File: src/rtl/vertex_post_processor.sv
// Vertex post-processor: clip-space trivial-reject test, perspective divide
// through a bit-serial restoring reciprocal, and viewport mapping to pixels.
module vertex_post_processor #(
  parameter int DATAWIDTH     = 18,
  parameter int FRACBITS      = 12,
  parameter int SCREEN_WIDTH  = 320,
  parameter int SCREEN_HEIGHT = 240
) (
  input  logic                               clk,
  input  logic                               rst,
  input  logic signed [DATAWIDTH-1:0]        i_vertex [4],
  input  logic                               i_dv,
  input  logic                               i_last,
  output logic                               o_ready,
  output logic [$clog2(SCREEN_WIDTH)-1:0]    o_x,
  output logic [$clog2(SCREEN_HEIGHT)-1:0]   o_y,
  output logic signed [DATAWIDTH-1:0]        o_depth,
  output logic                               o_clipped,
  output logic                               o_dv,
  output logic                               o_finished
);

  localparam int DW = DATAWIDTH;
  localparam int FB = FRACBITS;
  localparam int QW = 2 * FB + 1;            // quotient bits of 2^(2*FB) / w
  localparam int CW = $clog2(QW);
  localparam int XW = $clog2(SCREEN_WIDTH);
  localparam int YW = $clog2(SCREEN_HEIGHT);

  localparam logic [CW-1:0]           DIV_LAST = CW'(QW - 1);
  localparam logic [QW-1:0]           Q_MAX    = QW'(2 ** (DW - 1) - 1);
  localparam logic signed [2*DW-1:0]  L_ONE    = (2 * DW)'(2 ** FB);
  localparam logic signed [2*DW-1:0]  L_HW     = (2 * DW)'(SCREEN_WIDTH / 2);
  localparam logic signed [2*DW-1:0]  L_HH     = (2 * DW)'(SCREEN_HEIGHT / 2);
  localparam logic signed [2*DW-1:0]  L_XMAX   = (2 * DW)'(SCREEN_WIDTH - 1);
  localparam logic signed [2*DW-1:0]  L_YMAX   = (2 * DW)'(SCREEN_HEIGHT - 1);

  typedef enum logic [2:0] {S_IDLE, S_DIVIDE, S_MULTIPLY, S_MAP, S_OUTPUT} state_t;

  state_t                r_state;
  state_t                w_state_next;
  logic signed [DW-1:0]  r_v [4];
  logic                  r_last;
  logic [CW-1:0]         r_cnt;
  logic [DW:0]           r_rem;
  logic [QW-1:0]         r_quo;
  logic signed [DW-1:0]  r_ndc [3];

  logic                  w_accept;
  logic                  w_w_pos;
  logic signed [DW:0]    w_wext;
  logic [2:0]            w_outside;
  logic                  w_clip;
  logic [DW:0]           w_div;
  logic [DW:0]           w_rem_sh;
  logic [DW:0]           w_rem_next;
  logic                  w_qbit;
  logic signed [DW-1:0]  w_inv;
  logic signed [DW-1:0]  w_ndc [3];
  logic signed [2*DW-1:0] w_xe, w_ye, w_sx, w_sy;
  logic [XW-1:0]         w_px;
  logic [YW-1:0]         w_py;

  assign w_accept = i_dv && o_ready;

  // Clip test on the latched vertex: w must be positive and |x|,|y|,|z| <= w.
  assign w_w_pos = !r_v[3][DW-1] && (r_v[3] != '0);
  assign w_wext  = {r_v[3][DW-1], r_v[3]};

  genvar gi;
  generate
    for (gi = 0; gi < 3; gi++) begin : g_axis
      logic signed [DW:0]     w_ext;
      logic signed [DW:0]     w_abs;
      logic signed [2*DW-1:0] w_cext;
      logic signed [2*DW-1:0] w_iext;
      logic signed [2*DW-1:0] w_prod;
      logic signed [2*DW-1:0] w_shr;
      logic                   w_fits;

      assign w_ext          = {r_v[gi][DW-1], r_v[gi]};
      assign w_abs          = w_ext[DW] ? -w_ext : w_ext;
      assign w_outside[gi]  = w_abs > w_wext;

      // NDC coordinate: full-width product, arithmetic shift, then saturate.
      assign w_cext  = {{DW{r_v[gi][DW-1]}}, r_v[gi]};
      assign w_iext  = {{DW{w_inv[DW-1]}}, w_inv};
      assign w_prod  = w_cext * w_iext;
      assign w_shr   = w_prod >>> FB;
      assign w_fits  = (&w_shr[2*DW-1:DW-1]) || !(|w_shr[2*DW-1:DW-1]);
      assign w_ndc[gi] = w_fits ? w_shr[DW-1:0]
                       : (w_shr[2*DW-1] ? {1'b1, {(DW-1){1'b0}}}
                                        : {1'b0, {(DW-1){1'b1}}});
    end
  endgenerate

  assign w_clip = !w_w_pos || (|w_outside);

  // One restoring-division step: dividend is 2^(2*FB), so only its MSB is set.
  assign w_div      = {1'b0, r_v[3]};
  assign w_rem_sh   = {r_rem[DW-1:0], (r_cnt == '0)};
  assign w_qbit     = w_rem_sh >= w_div;
  assign w_rem_next = w_qbit ? (w_rem_sh - w_div) : w_rem_sh;

  // Reciprocal: saturate to the largest positive value, zero when w <= 0.
  always_comb begin
    w_inv = '0;
    if (w_w_pos) begin
      if (r_quo > Q_MAX) w_inv = {1'b0, {(DW-1){1'b1}}};
      else               w_inv = r_quo[DW-1:0];
    end
  end

  // Viewport mapping; y is flipped so the top of the screen is row 0.
  assign w_xe = {{DW{r_ndc[0][DW-1]}}, r_ndc[0]};
  assign w_ye = {{DW{r_ndc[1][DW-1]}}, r_ndc[1]};
  assign w_sx = ((w_xe + L_ONE) * L_HW) >>> FB;
  assign w_sy = ((L_ONE - w_ye) * L_HH) >>> FB;

  // Clamp the mapped coordinates onto the screen.
  always_comb begin
    w_px = '0;
    w_py = '0;
    if (w_sx > L_XMAX)       w_px = L_XMAX[XW-1:0];
    else if (!w_sx[2*DW-1])  w_px = w_sx[XW-1:0];
    if (w_sy > L_YMAX)       w_py = L_YMAX[YW-1:0];
    else if (!w_sy[2*DW-1])  w_py = w_sy[YW-1:0];
  end

  // State register.
  always_ff @(posedge clk or posedge rst) begin
    if (rst) r_state <= S_IDLE;
    else     r_state <= w_state_next;
  end

  // Next-state and handshake outputs; the divide length never depends on data.
  always_comb begin
    w_state_next = r_state;
    o_ready      = 1'b0;
    o_dv         = 1'b0;
    o_finished   = 1'b0;
    case (r_state)
      S_IDLE: begin
        o_ready = 1'b1;
        if (i_dv) w_state_next = S_DIVIDE;
      end
      S_DIVIDE:   if (r_cnt == DIV_LAST) w_state_next = S_MULTIPLY;
      S_MULTIPLY: w_state_next = S_MAP;
      S_MAP:      w_state_next = S_OUTPUT;
      S_OUTPUT: begin
        o_ready      = 1'b1;
        o_dv         = 1'b1;
        o_finished   = r_last;
        w_state_next = i_dv ? S_DIVIDE : S_IDLE;
      end
      default:    w_state_next = S_IDLE;
    endcase
  end

  // Datapath registers: latch on accept, iterate the divider, hold results.
  always_ff @(posedge clk or posedge rst) begin
    if (rst) begin
      for (int i = 0; i < 4; i++) r_v[i] <= '0;
      for (int i = 0; i < 3; i++) r_ndc[i] <= '0;
      r_last    <= 1'b0;
      r_cnt     <= '0;
      r_rem     <= '0;
      r_quo     <= '0;
      o_x       <= '0;
      o_y       <= '0;
      o_depth   <= '0;
      o_clipped <= 1'b0;
    end else begin
      if (w_accept) begin
        for (int i = 0; i < 4; i++) r_v[i] <= i_vertex[i];
        r_last <= i_last;
        r_cnt  <= '0;
        r_rem  <= '0;
        r_quo  <= '0;
      end else if (r_state == S_DIVIDE) begin
        r_rem <= w_rem_next;
        r_quo <= {r_quo[QW-2:0], w_qbit};
        r_cnt <= r_cnt + 1'b1;
      end else if (r_state == S_MULTIPLY) begin
        for (int i = 0; i < 3; i++) r_ndc[i] <= w_ndc[i];
      end else if (r_state == S_MAP) begin
        o_x       <= w_px;
        o_y       <= w_py;
        o_depth   <= r_ndc[2];
        o_clipped <= w_clip;
      end
    end
  end

endmodule

File: config.mk
export PLATFORM = sky130hd
export DESIGN_NAME = vertex_post_processor
export DESIGN_NICKNAME = d
export VERILOG_FILES = /design/src/rtl/vertex_post_processor.sv
export SDC_FILE = /design/constraint.sdc
export NUM_CORES = 2
export LEC_CHECK = 0
export ABC_CLOCK_PERIOD_IN_PS = 25700
export CORE_AREA = 2 2 369 371
export DETAILED_ROUTE_END_ITERATION = 7
export DIE_AREA = 0 0 371 373
export PLACE_DENSITY_LB_ADDON = 0.25
export SETUP_SLACK_MARGIN = 0.02
export SLEW_MARGIN = 20
export SYNTH_ARGS = -nofsm -noshare
export SYNTH_HDL_FRONTEND = slang
export SYNTH_SLANG_ARGS = --single-unit
File: constraint.sdc
create_clock -name clk -period 25.7 [get_ports clk]
set_clock_uncertainty 0.15 [all_clocks]
set_input_delay 5.14 -clock clk [delete_from_list [all_inputs] [get_ports clk]]
set_output_delay 5.14 -clock clk [all_outputs]
set_load 0.01 [all_outputs]
==> results.py <==
metrics = {
    "cells_and_area": {
        "nNetsFinal": 7132,
        "layout_common_cells": "inv_1, fa_1, nand2_1",
        "area_growth_pct": 7.99,
        "fillers": 13500,
        "layout_commonest_cell": "inv_1",
        "drive_above_1_share": 0.0380,
        "diodes": 0,
    },
    "logic_synthesis": {
        "synth-edff-count": 0,
        "synth_top_cell_area_share": 0.400,
        "yosys_register_bits": 214,
        "ys_warn_count": 0,
        "yosys.area.top_type": "fa_1",
        "netlist_area_um2": 50900,
        "synth.top_cells.by_area": "fa_1, dfrtp_1, ha_1",
        "synth_seq_area_share": 0.105,
        "ys_types": 83,
        "syn_inst": 5624,
        "synth_ff_type": "dfrtp_1",
        "postSynthAreaPerCell_um2": 9.05,
        "async_reset_ff_frac": 1.00,
    },
    "cts": {
        "numCtsBuffers": 28,
        "clkTransAtPathRegs_ps": 60,
        "post_cts_buffers": 0,
        "hold_buffers": 0,
        "clk_latency_ps": 650,
        "cts_htree_levels": 1,
        "clock_path_buffers": 3,
        "cts_sinks": 214,
        "cts_resized": 0,
        "cts_tree": "built",
        "root_buffer": "clkbuf_16",
    },
    "worst_setup_path": {
        "critPathSlowestCell": "o31ai_1",
        "rr_worst_depth": 30,
        "crit_path_max_incr_delay_ps": 610,
        "cp.depth": 30,
        "cp-start-kind": "register",
        "worstPathArrival_ps": 10280,
        "path_common_cell": "fa_1",
        "crit_type": "reg2reg",
        "crit_family": "adder cells",
        "endpoint_kind": "register",
        "cp.buffers_inverters": 6,
        "critPathMaxFanout": 33,
        "required_ps": 26010,
    },
    "placement": {
        "hpwl_um": 106000,
        "port-buffer-count": 114,
        "place.gp.congestion": 0.890,
        "dp_slack_ps": 15760,
    },
    "sta": {
        "tns_ps": 0,
        "tightest_slew_ps": 1090,
        "hold_slack_ps": 325,
        "period_needed_ps": 9970,
        "finalSetupViolCount": 0,
        "min_period_over_period": 0.388,
        "rsz0062_at_grt": "no",
        "worst_slack_ps": 15730,
        "slew_violations": 0,
        "hold_viol_final": 0,
        "fmax_mhz": 100,
        "relSlewSlack": 0.273,
    },
    "global_routing": {
        "overflow": 0,
        "grt_pass1_wl_um": 224000,
        "grt_pass1_vias": 40200,
        "grt_util_all_layers": 0.204,
        "grt_max_degree": 104,
        "antenna_found_initial": 6,
    },
    "detailed_routing": {
        "wl_per_cell_um": 18.2,
        "vias": 36800,
        "drt_iter0_drc": 1905,
        "drc": 0,
        "wl_um": 135000,
        "vias_per_cell": 4.96,
        "dr.pass1.iters": 5,
        "ant_nets": 0,
    },
    "floorplanning": {
        "core_um2": 135000,
        "initial_core_util": 0.378,
        "row_count": 135,
        "fp.dieH_um": 373,
        "pin_count": 115,
        "die_x_um": 371,
        "die_area_um2": 138000,
    },
    "run_status": {
        "status": "finished, final reports clean",
    },
    "hold_path": {
        "hp-class": "reg2reg",
        "whs_path_depth": 2,
    },
    "run": {
        "maxCapViolations": 0,
    },
}
## cell families after synthesis
kind of cell | synth area share
AO/OA/AOI/OAI | 0.0754
XOR/XNOR | 0.0349
adder cells (fa/ha/maj) | 0.504
buffers and inverters | 0.109
flip-flops | 0.105
multiplexers | 0.0162
other | 0.000148
AND/OR/NAND/NOR | 0.156
## stage by stage
stage / area (µm²) / util / std cells
3_3_place_gp: 54000 / 0.401 / 7368
3_5_place_dp: 54000 / 0.401 / 7368
4_1_cts: 54900 / 0.408 / 7419
5_1_grt: 54900 / 0.408 / 7419
6_report: 54900 / 0.408 / 7419
2_1_floorplan: 51100 / - / 5679
## cell type report
class	count	area (µm²)	share of cell area
Clock buffer	37	795	0.0145
Inverter	1209	4550	0.0827
Clock inverter	14	195	0.00355
Multi-Input combinational cell	3991	40200	0.732
Sequential cell	214	5360	0.0975
Timing Repair Buffer	173	1580	0.0288
Tap cell	1781	2230	0.0406
## per-layer routing
layer / vias to the layer above / share of wire / track usage / routed length, µm
li1: 17000 / - / - / -
met1: 18900 / 0.44 / 0.274 / 59700
met2: 741 / 0.49 / 0.351 / 66000
met3: 164 / 0.044 / 0.0233 / 5980
met4: 2 / 0.024 / 0.0442 / 3220
met5: - / 0.00015 / 0 / 20
## path summary, 6_finish.rpt
| path | start | endpoint | slack [ps] |
|---|---|---|---|
| worst max-delay path | r_v[0] | r_ndc[4] | 15730 |
| worst min-delay path | o_y[5] | o_y[5] | 320 |
| worst max register to register | r_v[0] | r_ndc[4] | 15730 |
| worst min register to register | o_y[5] | o_y[5] | 320 |
| max in group asynchronous | rst | g_axis[2].w_cext[6] | 19120 |
| min in group asynchronous | rst | g_axis[0].w_cext[11] | 4850 |
## cell usage after synthesis (5+ instances only)
master / instances
o41ai_1: 7
nor2_1: 167
a31oi_1: 15
fa_1: 1016
mux2_2: 52
dfrtp_1: 214
nand2_1: 723
o31ai_1: 24
clkbuf_1: 259
and3_1: 20
o21ai_0: 148
and4_1: 5
xor2_1: 58
and2_1: 462
ha_1: 423
or3_1: 13
nand2b_1: 23
inv_1: 1209
nand3b_1: 6
a21oi_1: 174
o21a_1: 36
nor4_1: 17
a211oi_1: 15
nor2b_1: 28
nand3_1: 39
mux2i_1: 24
a221oi_1: 7
o211ai_1: 13
nor3b_1: 8
or4_1: 6
or2_2: 5
o21bai_1: 14
o22ai_1: 6
nand4_1: 31
xnor2_1: 143
a21o_1: 64
a22o_1: 13
a221o_1: 5
nor3_1: 46
## state kept, by name, summed over array words and instances (netlist names)
register	cells
g_axis.w_cext	54
r_ndc	54
r_quo	25
o_depth	18
r_rem	18
r_v	18
o_x	9
o_y	8
r_cnt	5
r_state	3
o_clipped	1
r_last	1
## worst min-delay path, cell delays in order (launching register included)
cell and delay [ps]:
dfrtp_1 340, nand2_1 50, o31ai_1 50
Power is not shown: default switching activity piles up to over one toggle a cycle in this logic, so the estimate is an artifact.
